==> src/rtl/mem_transmitter.sv <==
// Command-to-bus stage: turns write/read commands into Avalon-MM bursts and
// generates write patterns. Optional stats counters: MEM_TRANSMITTER_STAT_EN.
module mem_transmitter #(
  parameter int ADDR_W             = 31,
  parameter int DATA_W             = 128,
  parameter int BURST_W            = 11,
  parameter int MAX_RD_OUTSTANDING = 2048
) (
  input  logic                  clk_i,
  input  logic                  rst_i,
  input  logic                  start_test_i,
  input  logic [2:1][31:0]      test_param_i,
  input  logic                  trans_valid_i,
  input  logic                  trans_type_i,
  input  logic [ADDR_W-1:0]     trans_addr_i,
  output logic                  trans_process_o,
  output logic                  trans_busy_o,
  output logic [ADDR_W-1:0]     amm_address_o,
  output logic                  amm_read_o,
  output logic                  amm_write_o,
  output logic [DATA_W-1:0]     amm_writedata_o,
  output logic [DATA_W/8-1:0]   amm_byteenable_o,
  output logic [BURST_W-1:0]    amm_burstcount_o,
  input  logic                  amm_waitrequest_i,
  input  logic                  amm_readdatavalid_i
`ifdef MEM_TRANSMITTER_STAT_EN
  ,
  output logic [31:0]           stat_wr_cnt_o,
  output logic [31:0]           stat_rd_cnt_o,
  output logic [31:0]           stat_stall_cnt_o
`endif
);

  localparam int NUM_LANES = DATA_W / 32;
  localparam int OUT_W = (BURST_W + 1 > $clog2(MAX_RD_OUTSTANDING) + 1) ?
                         BURST_W + 1 : $clog2(MAX_RD_OUTSTANDING) + 1;
  localparam logic [31:0] MAX_BURST = 32'(1) << (BURST_W - 1);
  localparam logic [31:0] LFSR_MASK = 32'h8020_0003;

  typedef enum logic [1:0] {IDLE_S, WRITE_S, RD_WAIT_S, READ_S} state_t;

  state_t               state_q, state_d;
  logic [BURST_W-1:0]   burst_len_q, cmd_burst_q, beats_left_q, burst_new;
  logic [1:0]           mode_q;
  logic [31:0]          pat_q, pat_next, pat_src, seed_new;
  logic [ADDR_W-1:0]    cmd_addr_q;
  logic [OUT_W-1:0]     outst_q;
  logic [OUT_W:0]       credit_sum;
  logic                 accept, wr_start, wr_beat, wr_last, rd_issue, rd_done, rdv_dec;
  logic [NUM_LANES-1:0][31:0] wd_lanes;
  logic                 unused_param_bits;

  assign unused_param_bits = ^{test_param_i[1][31:14], test_param_i[1][11]};

  assign amm_byteenable_o = '1;
  assign trans_busy_o     = (state_q != IDLE_S) || (outst_q != '0);
  assign credit_sum       = {1'b0, outst_q} + (OUT_W+1)'(cmd_burst_q);
  assign rdv_dec          = amm_readdatavalid_i && (outst_q != '0);

  // Burst field: 0 means a single beat, oversize requests clamp to the bus maximum.
  always_comb begin
    burst_new = BURST_W'(test_param_i[1][10:0]);
    if (test_param_i[1][10:0] == 11'd0)
      burst_new = BURST_W'(1);
    else if (32'(test_param_i[1][10:0]) > MAX_BURST)
      burst_new = BURST_W'(MAX_BURST);
  end

  assign seed_new = (test_param_i[1][13:12] == 2'b10 && test_param_i[2] == 32'd0) ?
                    32'd1 : test_param_i[2];

  always_comb begin
    pat_next = pat_q;
    case (mode_q)
      2'b01:   pat_next = pat_q + 32'd1;
      2'b10:   pat_next = {1'b0, pat_q[31:1]} ^ (pat_q[0] ? LFSR_MASK : 32'd0);
      default: pat_next = pat_q;
    endcase
  end

  assign pat_src = wr_beat ? pat_next : pat_q;

  for (genvar l = 0; l < NUM_LANES; l++) begin : g_lane
    assign wd_lanes[l] = pat_src;
  end

  always_comb begin
    state_d  = state_q;
    accept   = 1'b0;
    wr_start = 1'b0;
    wr_beat  = 1'b0;
    wr_last  = 1'b0;
    rd_issue = 1'b0;
    rd_done  = 1'b0;
    case (state_q)
      IDLE_S: if (trans_valid_i && !trans_process_o) begin
        accept  = 1'b1;
        state_d = trans_type_i ? RD_WAIT_S : WRITE_S;
      end
      // First WRITE_S cycle only loads the bus registers.
      WRITE_S: if (!amm_write_o) begin
        wr_start = 1'b1;
      end else if (!amm_waitrequest_i) begin
        wr_beat = 1'b1;
        if (beats_left_q == BURST_W'(1)) begin
          wr_last = 1'b1;
          state_d = IDLE_S;
        end
      end
      RD_WAIT_S: if (credit_sum <= (OUT_W+1)'(MAX_RD_OUTSTANDING)) begin
        rd_issue = 1'b1;
        state_d  = READ_S;
      end
      READ_S: if (!amm_waitrequest_i) begin
        rd_done = 1'b1;
        state_d = IDLE_S;
      end
      default: state_d = IDLE_S;
    endcase
  end

  always_ff @(posedge clk_i) begin
    if (rst_i) begin
      state_q          <= IDLE_S;
      trans_process_o  <= 1'b0;
      amm_read_o       <= 1'b0;
      amm_write_o      <= 1'b0;
      amm_address_o    <= '0;
      amm_burstcount_o <= '0;
      amm_writedata_o  <= '0;
      outst_q          <= '0;
      pat_q            <= 32'd1;
      mode_q           <= 2'b00;
      burst_len_q      <= BURST_W'(1);
      cmd_burst_q      <= BURST_W'(1);
      cmd_addr_q       <= '0;
      beats_left_q     <= '0;
    end else begin
      state_q <= state_d;
      if (accept) begin
        cmd_addr_q      <= trans_addr_i;
        cmd_burst_q     <= burst_len_q;
        trans_process_o <= 1'b1;
      end
      if (wr_last || rd_done) trans_process_o <= 1'b0;
      if (wr_start) begin
        amm_write_o      <= 1'b1;
        amm_address_o    <= cmd_addr_q;
        amm_burstcount_o <= cmd_burst_q;
        beats_left_q     <= cmd_burst_q;
        amm_writedata_o  <= wd_lanes;
      end
      if (wr_beat) begin
        beats_left_q    <= beats_left_q - BURST_W'(1);
        amm_writedata_o <= wd_lanes;
        pat_q           <= pat_next;
      end
      if (wr_last) amm_write_o <= 1'b0;
      if (rd_issue) begin
        amm_read_o       <= 1'b1;
        amm_address_o    <= cmd_addr_q;
        amm_burstcount_o <= cmd_burst_q;
      end
      if (rd_done) amm_read_o <= 1'b0;
      outst_q <= outst_q + (rd_done ? OUT_W'(cmd_burst_q) : '0) - OUT_W'(rdv_dec);
      // A new test reloads immediately; an in-flight command keeps cmd_burst_q.
      if (start_test_i) begin
        burst_len_q <= burst_new;
        mode_q      <= test_param_i[1][13:12];
        pat_q       <= seed_new;
      end
    end
  end

`ifdef MEM_TRANSMITTER_STAT_EN
  logic stall_cyc;
  assign stall_cyc = (amm_read_o || amm_write_o) && amm_waitrequest_i;

  always_ff @(posedge clk_i) begin
    if (rst_i || start_test_i) begin
      stat_wr_cnt_o    <= '0;
      stat_rd_cnt_o    <= '0;
      stat_stall_cnt_o <= '0;
    end else begin
      if (wr_beat && stat_wr_cnt_o != '1)               stat_wr_cnt_o    <= stat_wr_cnt_o + 32'd1;
      if (amm_readdatavalid_i && stat_rd_cnt_o != '1)   stat_rd_cnt_o    <= stat_rd_cnt_o + 32'd1;
      if (stall_cyc && stat_stall_cnt_o != '1)          stat_stall_cnt_o <= stat_stall_cnt_o + 32'd1;
    end
  end
`endif

endmodule
==> config.mk <==
export PLATFORM = sky130hd
export DESIGN_NAME = mem_transmitter
export DESIGN_NICKNAME = d
export VERILOG_FILES = /design/src/rtl/mem_transmitter.sv
export SDC_FILE = /design/constraint.sdc
export NUM_CORES = 1
export LEC_CHECK = 0
export CAP_MARGIN = 15
export CORE_UTILIZATION = 53
export DETAILED_ROUTE_END_ITERATION = 7
export PLACE_DENSITY_LB_ADDON = 0.25
export SLEW_MARGIN = 25
export SYNTH_ARGS = -nofsm -noshare
export SYNTH_HDL_FRONTEND = slang
export SYNTH_SLANG_ARGS = --single-unit
==> constraint.sdc <==
create_clock -name clk_i -period 9.4 [get_ports clk_i]
set_input_delay 1.88 -clock clk_i [delete_from_list [all_inputs] [get_ports clk_i]]
set_output_delay 1.88 -clock clk_i [all_outputs]
set_load 0.02 [all_outputs]
==> After elaboration in Yosys (flattened, before gate mapping) <==
Cells that the tools add are included.
{ "word_totals": {"mem_count": 0, "mem_bits_rw": 0, "mem_bits_ro": 0, "register_bits": 285, "latchBits": 0, "out_inout_bits": 190} }
{ "classes": {"mux": 37, "n_mul": 0, "n_reduce_logical": 17, "n_lt_le_gt_ge": 2, "add_sub_neg": 5, "bitwise": 1, "div": 0, "n_eq_ne": 13, "shift": 0} }
{ "op_table": {"columns": ["cell", "n"], "rows": [
  ["2-to-1 mux 128 bit", 2],
  ["2-to-1 mux 32 bit", 4],
  ["2-to-1 mux 11 bit", 6],
  ["one-hot mux 32 bit (2 select lines)", 1],
  ["2-to-1 mux 31 bit", 2],
  ["adder 32 x 1 -> 32 bit (second input constant)", 1],
  ["logical NOT 32 bit", 1],
  ["XOR 31 x 32 -> 32 bit", 1],
  ["2-to-1 mux 1 bit", 14],
  ["2-to-1 mux 2 bit", 7],
  ["adder 12 x 11 -> 13 bit", 1],
  ["<= comparator 13 x 12 -> 1 bit (second input constant)", 1],
  ["adder 12 x 11 -> 12 bit", 1],
  ["inequality test 2 bit (second input constant)", 6],
  ["nonzero test 12 bit", 1],
  ["subtractor 12 x 1 -> 12 bit", 1],
  ["== test 11 x 1 -> 1 bit (second input constant)", 1],
  ["greater-than comparator 11 bit (second input constant)", 1],
  ["logical NOT 11 bit", 1],
  ["subtractor 11 x 1 -> 11 bit (second input constant)", 1],
  ["== test 2 bit (second input constant)", 4],
  ["one-hot mux 2 bit (4 select lines)", 1],
  ["AND reduction 6 bit", 1],
  ["nonzero test 2 bit", 3],
  ["6 further kinds", 12]
]} }

==> Longest topological paths before layout <==
Gate-level depths: netlist (run 1).
{ "logic_depth": {"word_depth": 7, "depth_mapped": 17, "depth_no_buf": 15} }

==> Least setup slack after synthesis (run 1) <==
No wires, ideal clock.
{ "synth_path": {"path_kind": "input -> register", "start": "input amm_waitrequest_i", "end": "register outst_q[10]", "t_arrival_ns": 4.676, "setup_slack_ns": 4.596, "cell_stages": 15, "required_ns": 9.272, "setup_ns": 0.128, "path_cell_list": "nor2_1 -> clkbuf_1 -> nand2_1 -> ha_1 -> inv_1 -> ha_1 -> fa_1 -> a21o_1 -> a21oi_1 -> o21bai_1 -> a2111oi_0 -> nor3_1 -> a31oi_1 -> xor2_1 -> nor2_1"} }
{ "synth_between": {"elab_chain_len": 5} }
{ "synth_lines": {"columns": ["element", "line_no", "text"], "rows": [
  ["start, declared", "24", "input logic amm_waitrequest_i,"],
  ["2-to-1 mux 1 bit", "114", "READ_S: if (!amm_waitrequest_i) begin"],
  ["2-to-1 mux 1 bit", "95", "case (state_q)"],
  ["2-to-1 mux 11 bit", "165", "outst_q <= outst_q + (rd_done ? OUT_W'(cmd_burst_q) : '0) - OUT_W'(rdv_dec);"],
  ["adder 12 x 11 -> 12 bit", "165", null],
  ["subtractor 12 x 1 -> 12 bit", "165", null],
  ["end signal, assigned", "165", null],
  ["end, declared", "47", "logic [OUT_W-1:0] outst_q;"]
]} }
No other way between the ends.
A chain may end at the register's enable or synchronous reset.

==> Final worst setup path (run 1) <==
Ends and elaborated chain as after synthesis.

==> results of run 1 <==
## report_power, final
part           internal, uW  leakage [uW]  switching [uW]
Combinational           429       0.00309             518
Sequential              882       0.00155            82.3
Clock                   381      0.000289             350
## synthesized netlist by cell type (4+ instances only)
cell type	number
sky130_fd_sc_hd__a211oi_1	45
sky130_fd_sc_hd__a21oi_1	98
sky130_fd_sc_hd__o211ai_1	4
sky130_fd_sc_hd__buf_4	112
sky130_fd_sc_hd__nor4_1	18
sky130_fd_sc_hd__and3_1	5
sky130_fd_sc_hd__o22ai_1	4
sky130_fd_sc_hd__and2_1	6
sky130_fd_sc_hd__dfxtp_1	189
sky130_fd_sc_hd__nor2_1	146
sky130_fd_sc_hd__or3_1	6
sky130_fd_sc_hd__ha_1	38
sky130_fd_sc_hd__a221oi_1	6
sky130_fd_sc_hd__nand2b_1	5
sky130_fd_sc_hd__xor2_1	11
sky130_fd_sc_hd__a21o_1	10
sky130_fd_sc_hd__nand4_1	8
sky130_fd_sc_hd__a32oi_1	6
sky130_fd_sc_hd__mux2i_1	50
sky130_fd_sc_hd__a31oi_1	6
sky130_fd_sc_hd__o31a_1	5
sky130_fd_sc_hd__xnor2_1	10
sky130_fd_sc_hd__nor2b_1	12
sky130_fd_sc_hd__buf_12	4
sky130_fd_sc_hd__inv_1	54
sky130_fd_sc_hd__o41ai_1	5
sky130_fd_sc_hd__clkbuf_1	70
sky130_fd_sc_hd__nand2_1	254
sky130_fd_sc_hd__nand3_1	19
sky130_fd_sc_hd__o31ai_1	8
sky130_fd_sc_hd__o21ai_0	43
sky130_fd_sc_hd__a32o_1	5
sky130_fd_sc_hd__nor3_1	20
sky130_fd_sc_hd__a22oi_1	15
## through the flow
step	instance area (sq um)	power [uW]	setup slack (ns)	hold slack [ns]
finish	12900	2640	4.40	0.446
detailed placement	12300	1930	4.00	0.441
global placement	12300	1900	4.07	0.438
global route	12900	2800	4.12	0.462
floorplan	10500	1690	4.60	0.431
CTS	12900	2660	4.44	0.450
## sequential cells by signal (all words and copies together), names as in the netlist, 12 cells and up
name,flops
amm_writedata_o,32
cmd_addr_q,31
outst_q,12
amm_address_o,31
pat_q,32
## cell type report
class                           instances  area [sq um]
Fill cell                            1689          6480
Multi-Input combinational cell        926          5350
Sequential cell                       189          3780
Timing Repair Buffer                  267          2650
Clock buffer                           17           425
Tap cell                              265           332
Inverter                               56           210
Clock inverter                         15           178
## worst max-delay path: stages
cell and delay, ns:
sky130_fd_sc_hd__clkdlybuf4s50_1 0.47, sky130_fd_sc_hd__nor2_1 0.13, sky130_fd_sc_hd__buf_4 0.20, sky130_fd_sc_hd__nand2_1 0.09
sky130_fd_sc_hd__ha_1 0.30, sky130_fd_sc_hd__inv_1 0.04, sky130_fd_sc_hd__ha_1 0.20, sky130_fd_sc_hd__fa_1 0.41
sky130_fd_sc_hd__a21o_1 0.19, sky130_fd_sc_hd__a21oi_1 0.24, sky130_fd_sc_hd__o21bai_1 0.12, sky130_fd_sc_hd__a2111oi_0 0.45
sky130_fd_sc_hd__nor3_1 0.17, sky130_fd_sc_hd__a31oi_1 0.23, sky130_fd_sc_hd__xor2_1 0.16, sky130_fd_sc_hd__nor2_1 0.05
## final timing paths
path	to
setup / recovery	outst_q[10]
hold / removal	amm_address_o[26]
setup reg to reg	outst_q[10]
hold reg to reg	amm_address_o[26]
## layer usage
layer,part of all wire [%],wire length [um]
met5,0,0
met4,2.1,547
met3,6.1,1590
met2,46,12200
met1,45,11900
## placed cells by master, fill, tap and decap left out, types with 8 or more instances in the layout
master / n
sky130_fd_sc_hd__xor2_1: 11
sky130_fd_sc_hd__conb_1: 16
sky130_fd_sc_hd__a211oi_1: 45
sky130_fd_sc_hd__clkdlybuf4s50_1: 255
sky130_fd_sc_hd__xnor2_1: 10
sky130_fd_sc_hd__nand3_1: 19
sky130_fd_sc_hd__buf_4: 11
sky130_fd_sc_hd__nor3_1: 19
sky130_fd_sc_hd__o31ai_1: 8
sky130_fd_sc_hd__nand4_1: 8
sky130_fd_sc_hd__nand2_1: 253
sky130_fd_sc_hd__nor4_1: 18
sky130_fd_sc_hd__a21oi_1: 98
sky130_fd_sc_hd__mux2i_1: 50
sky130_fd_sc_hd__inv_1: 54
sky130_fd_sc_hd__a21o_1: 10
sky130_fd_sc_hd__nor2_1: 145
sky130_fd_sc_hd__clkbuf_16: 17
sky130_fd_sc_hd__ha_1: 38
sky130_fd_sc_hd__dfxtp_1: 189
sky130_fd_sc_hd__a22oi_1: 15
sky130_fd_sc_hd__o21ai_0: 43
sky130_fd_sc_hd__nor2b_1: 12
## cell families after synthesis
kind of cell    Yosys count  share of synthesized area, %
simple gates            515                          21.1
compound gates          283                          17.7
buf+inv                 245                          13.5
flops                   189                          36.2
mux                      50                          4.78
fa+ha+maj                41                          5.02
xor+xnor                 21                          1.76
other cells               1                        0.0359
==> results_dict.tcl, run 1 <==
set metrics [dict create \
    violated_checks "DRC" \
    worst_hold_path_type "reg2reg" \
    worst_r2r_path_depth 16 \
    synth.distinct_cells 66 \
    clock_skew_ns 0.00863 \
    worst-path-max-fanout 13 \
    synth_seq_cells 189 \
    final_layout_size_suffix_gt1_share_pct 3.88 \
    drt_iter0_markers 793 \
    fin_setup_tns_ns 0 \
    clock_tree_from_tritoncts "done" \
    synth_area_leaders "sky130_fd_sc_hd__dfxtp_1 36%, sky130_fd_sc_hd__nand2_1 9.1%, sky130_fd_sc_hd__buf_4 8.0%" \
    overflow 0 \
    fin_crit_sh_pct 53.2 \
    max_clock_freq_mhz 200 \
    syn2layout_area_growth_pct 23.5 \
    postRouteAntennaNets 0 \
    floorplan.die.height_um 142 \
    r2r_setup_slack_ns 5.66 \
    antenna_found_initial 0 \
    drt-pass1-iter-count 8 \
    chipWidth_um 142 \
    post-synth-top-area-cell "sky130_fd_sc_hd__dfxtp_1" \
    timing.critical_path.to_type "register" \
    clock_tree.buffer_depth 2 \
    synth.yosys.seq_area_share_pct 36.2 \
    synthesis.yosys.warnings 0 \
    grt_pass1_wl_mm 41.9 \
    place.detailed.instances 1703 \
    worstSetupPathType "in2reg" \
    root_buffer "sky130_fd_sc_hd__clkbuf_16" \
    fp-row-count 51 \
    timing.hold.worst.start "cmd_addr_q[26]" \
    path_clk_slew_ns 0.07 \
    timing_worst_slew_pin_value_ns 1.01 \
    io_pins 292 \
    max_slew_margin_pct 33.0 \
    cp_data_arrival_time_ns 5.32 \
    clkLatencyLatePin_ns 0.44 \
    cts_resized 0 \
    avgRoutedWirePerCell_um 15.1 \
    grt_max_degree 108 \
    grt_pass1_vias 8564 \
    final_core_util_pct 66.6 \
    dieArea_sq_mm 0.0203 \
    finish.cell_count_without_fillers 1735 \
    post_synth_instance_area_sq_mm 0.0105 \
    met3_usage_pct 4.17 \
    synthesized_instance_count 1345 \
    insertedDiodeCount 0 \
    fin_crit_ns 5.00 \
    share_of_yosys_cell_area_claimed_by_the_top_area_cell_type_pct 36.2 \
    max_cap_violations 0 \
    synthFlopType "sky130_fd_sc_hd__dfxtp_1" \
    cts_num_sinks 189 \
    core-area_sq_mm 0.0194 \
    start_kind "input pin" \
    crit_start "amm_waitrequest_i" \
    gp_routability_congestion 0.890 \
    cts_inserted_buffers 17 \
    initial_core_util_pct 53.9 \
    timing.final.max_slew_violations 0 \
    port_buffers 256 \
    place.detailed.hpwl_mm 18.0 \
    hold_path_depth 2 \
    power.leakage_uw 0.00492 \
    globalRouteTotalUtil_pct 25.7 \
    synth_async_sr_flop_share_pct 0 \
    final_nets 1599 \
    outcome "finished, violations left" \
    power_per_cell_area_mw_per_mm2 205 \
    post_synth.cell_area_avg_sq_um 7.78 \
    busiest_layer "met2" \
    use_met2_pct 42.4 \
    report.final.hold_viol_count 0 \
    groute.layer.met1.usage_pct 33.9 \
    via_per_inst 5.50 \
    synth_edf_count 0 \
    post_cts_hold_buffer_count 0 \
    drc 2 \
    max-vdd-ir-drop_uv 136 \
    cts_setup_buffers 0 \
    h_tree_level_count 4 \
    grt_setup_unrepaired "no" \
    timing.rr.start "state_q[1]" \
    required_time_reported_for_the_critical_path_endpoint_ns 9.72 \
    route.final.wire_length_mm 26.1 \
    timing.final.setup_violations 0 \
    dr_total_vias 9548 \
]
Power figures use the tool's default switching activity.
==> run 2: changes to the inputs <==
--- a/config.mk
+++ b/config.mk
@@ -6,7 +6,7 @@
 export NUM_CORES = 1
 export LEC_CHECK = 0
 export CAP_MARGIN = 15
-export CORE_UTILIZATION = 53
+export CORE_UTILIZATION = 49
 export DETAILED_ROUTE_END_ITERATION = 7
 export PLACE_DENSITY_LB_ADDON = 0.25
 export SLEW_MARGIN = 25
==> constraint.sdc (replaced) <==
create_clock -name clk_i -period 4.9 [get_ports clk_i]
set_input_delay 0.98 -clock clk_i [delete_from_list [all_inputs] [get_ports clk_i]]
set_output_delay 0.98 -clock clk_i [all_outputs]
set_load 0.02 [all_outputs]
==> run 2 against run 1 <==
  * Count of clock-buffer cells in the layout unchanged
  * Clock power is 89% higher
  * The run now ends clean
  * Total power grew 92%
  * Utilization is 4.9 points lower
  * Combinational power up 93%
  * Non-clock buffer count up 3
  * Routed wire length rose by 2.5%
  * Via count down 0.93%
  * Highest routed layer is now met5
  * Register-to-register slack worse by 4.5 ns
  * Critical path depth shrank 1
  * Sequential share of layout area barely moved
==> results_dict.tcl, run 2 (synthesis results as in run 1) <==
set metrics [dict create \
    outcome "finished, final reports clean" \
    h_tree_level_count 4 \
    max_slew_margin_pct 31.5 \
    hold_path_depth 2 \
    worstSetupPathType "in2reg" \
    place.detailed.hpwl_mm 19.0 \
    worst_hold_slack_ns 0.451 \
    timing.final.setup_violations 0 \
    postRouteAntennaNets 0 \
    cts_resized 0 \
    chipWidth_um 148 \
    max_cap_violations 0 \
    fin_crit_sh_pct 81.9 \
    insertedDiodeCount 0 \
    cp_common_cell "sky130_fd_sc_hd__nor2_1" \
    dp_worst_setup_slack_ns 0.481 \
    grt_pass1_wl_mm 42.8 \
    r2r_setup_slack_ns 1.12 \
    critical_path_s_largest_stage_delay_ns 0.46 \
    globalRouteTotalUtil_pct 24.3 \
    final_layout_size_suffix_gt1_share_pct 4.07 \
    clock_tree.buffer_depth 2 \
    worstPathCellList "clkdlybuf4s50_1 > nor2_1 > buf_4 > nand2_1 > ha_1 > inv_1 > fa_1 > a21o_1 > a21oi_1 > o21bai_1 > a2111oi_0 > nor3_1 > a31oi_1 > xor2_1 > nor2_1" \
    slowest_stage "sky130_fd_sc_hd__fa_1" \
    max-vdd-ir-drop_uv 216 \
    gp_routability_congestion 0.845 \
    drc 0 \
    fp-row-count 53 \
    worst_r2r_path_depth 15 \
    grt_pass1_vias 8400 \
    timing_worst_slew_pin_value_ns 1.03 \
    floorplan.die.height_um 148 \
    whs_endpoint "amm_address_o[27]" \
    final_core_util_pct 61.7 \
    cts_inserted_buffers 17 \
    core-area_sq_mm 0.0210 \
    drt-pass1-iter-count 5 \
    worst-path-max-fanout 12 \
    grt_max_degree 84 \
    layout.cells.most_common "sky130_fd_sc_hd__clkdlybuf4s50_1" \
    path_clk_slew_ns 0.08 \
    drt_iter0_markers 802 \
    dr_total_vias 9459 \
    report.final.hold_viol_count 0 \
    clock_skew_ns 0.0147 \
    power_per_cell_area_mw_per_mm2 392 \
    largestRegisters "amm_writedata_o (32), pat_q (32)" \
    clock_tree_from_tritoncts "done" \
    post_cts_hold_buffer_count 0 \
    crit_start "amm_waitrequest_i" \
    timing.hold.worst.start "cmd_addr_q[27]" \
    commonest_cells_after_routing_fill_and_taps_aside "255 x sky130_fd_sc_hd__clkdlybuf4s50_1, 253 x sky130_fd_sc_hd__nand2_1, 189 x sky130_fd_sc_hd__dfxtp_1" \
    fin_crit_ns 4.02 \
    finish.cell_count_without_fillers 1748 \
    avgRoutedWirePerCell_um 15.3 \
    via_per_inst 5.41 \
    timing.critical_path.buf_inv 3 \
    fin_setup_tns_ns 0 \
    dieArea_sq_mm 0.0219 \
    max_clock_freq_mhz 249 \
    cpLargestDelayFamily "compound AO/OA/AOI/OAI gates" \
    power.leakage_uw 0.00494 \
    required_time_reported_for_the_critical_path_endpoint_ns 5.20 \
    worst_hold_path_type "reg2reg" \
    start_kind "input pin" \
    initial_core_util_pct 49.9 \
    route.final.wire_length_mm 26.8 \
    place.detailed.instances 1716 \
    io_pins 292 \
    antenna_found_initial 1 \
    cts_setup_buffers 0 \
    root_buffer "sky130_fd_sc_hd__clkbuf_16" \
    clkLatencyLatePin_ns 0.44 \
    syn2layout_area_growth_pct 23.6 \
    grt_setup_unrepaired "no" \
    port_buffers 256 \
    timing.critical_path.to_type "register" \
    cp_data_arrival_time_ns 4.32 \
    timing.rr.start "outst_q[1]" \
    timing.final.max_slew_violations 0 \
    critical_path.reg2reg.endpoint "outst_q[10]" \
    cts_num_sinks 189 \
    timing.final.ws_setup_ns 0.885 \
    final_nets 1602 \
    overflow 0 \
]
[run 2: changes by cell type in the layout (fill, tap and decap cells not counted), sizes merged]
cell / previous run / this run
buf: 12 / 15
bufinv: 1 / 0
clkinv: 6 / 7
clkinvlp: 2 / 0
inv: 62 / 64
[run 2: report_power, final]
| part | total (uW) | internal (uW) | switching, uW |
|---|---|---|---|
| Combinational | 1830 | 825 | 1000 |
| Sequential | 1860 | 1690 | 163 |
| Clock | 1380 | 688 | 696 |
[run 2: worst max-delay path by stage]
| stage | cells after the start | end |
|---|---|---|
| 2_1_floorplan | 15 | outst_q[10] |
| 3_3_place_gp | 15 | outst_q[10] |
| 3_5_place_dp | 15 | outst_q[10] |
| 4_1_cts | 15 | outst_q[10] |
| 5_1_grt | 15 | outst_q[10] |
| 6_report | 15 | outst_q[10] |
[run 2: final cells by class]
cell class / count / area (sq um)
clock buffer: 17 / 425
clock inverter: 15 / 169
tap: 275 / 344
timing repair buffer: 270 / 2670
inverter: 56 / 210
fill: 1902 / 8020
multi-input combinational: 926 / 5340
sequential: 189 / 3780
[run 2: worst min-delay path: cells and delay by family (launching register included)]
kind,cells,cell delay [ns]
DFF,1,0.31
and+or+nand+nor,1,0.05
muxes,1,0.05
[run 2: through the flow]
step	total power, uW	cell area [sq um]
after detailed placement	3710	12300
after floorplan	3250	10500
final	5070	12900
after global routing	5370	12900
after CTS	5100	12900
after global placement	3660	12300
[run 2: layer usage]
metal	global-route usage, %	routed length, um	share of wire, %	vias to the layer above
met5	0	9	0.034	-
met4	7.42	379	1.4	2
met3	3.71	1580	5.9	36
met2	39.3	12400	46	317
met1	33.3	12400	46	4394
li1	-	-	-	4710
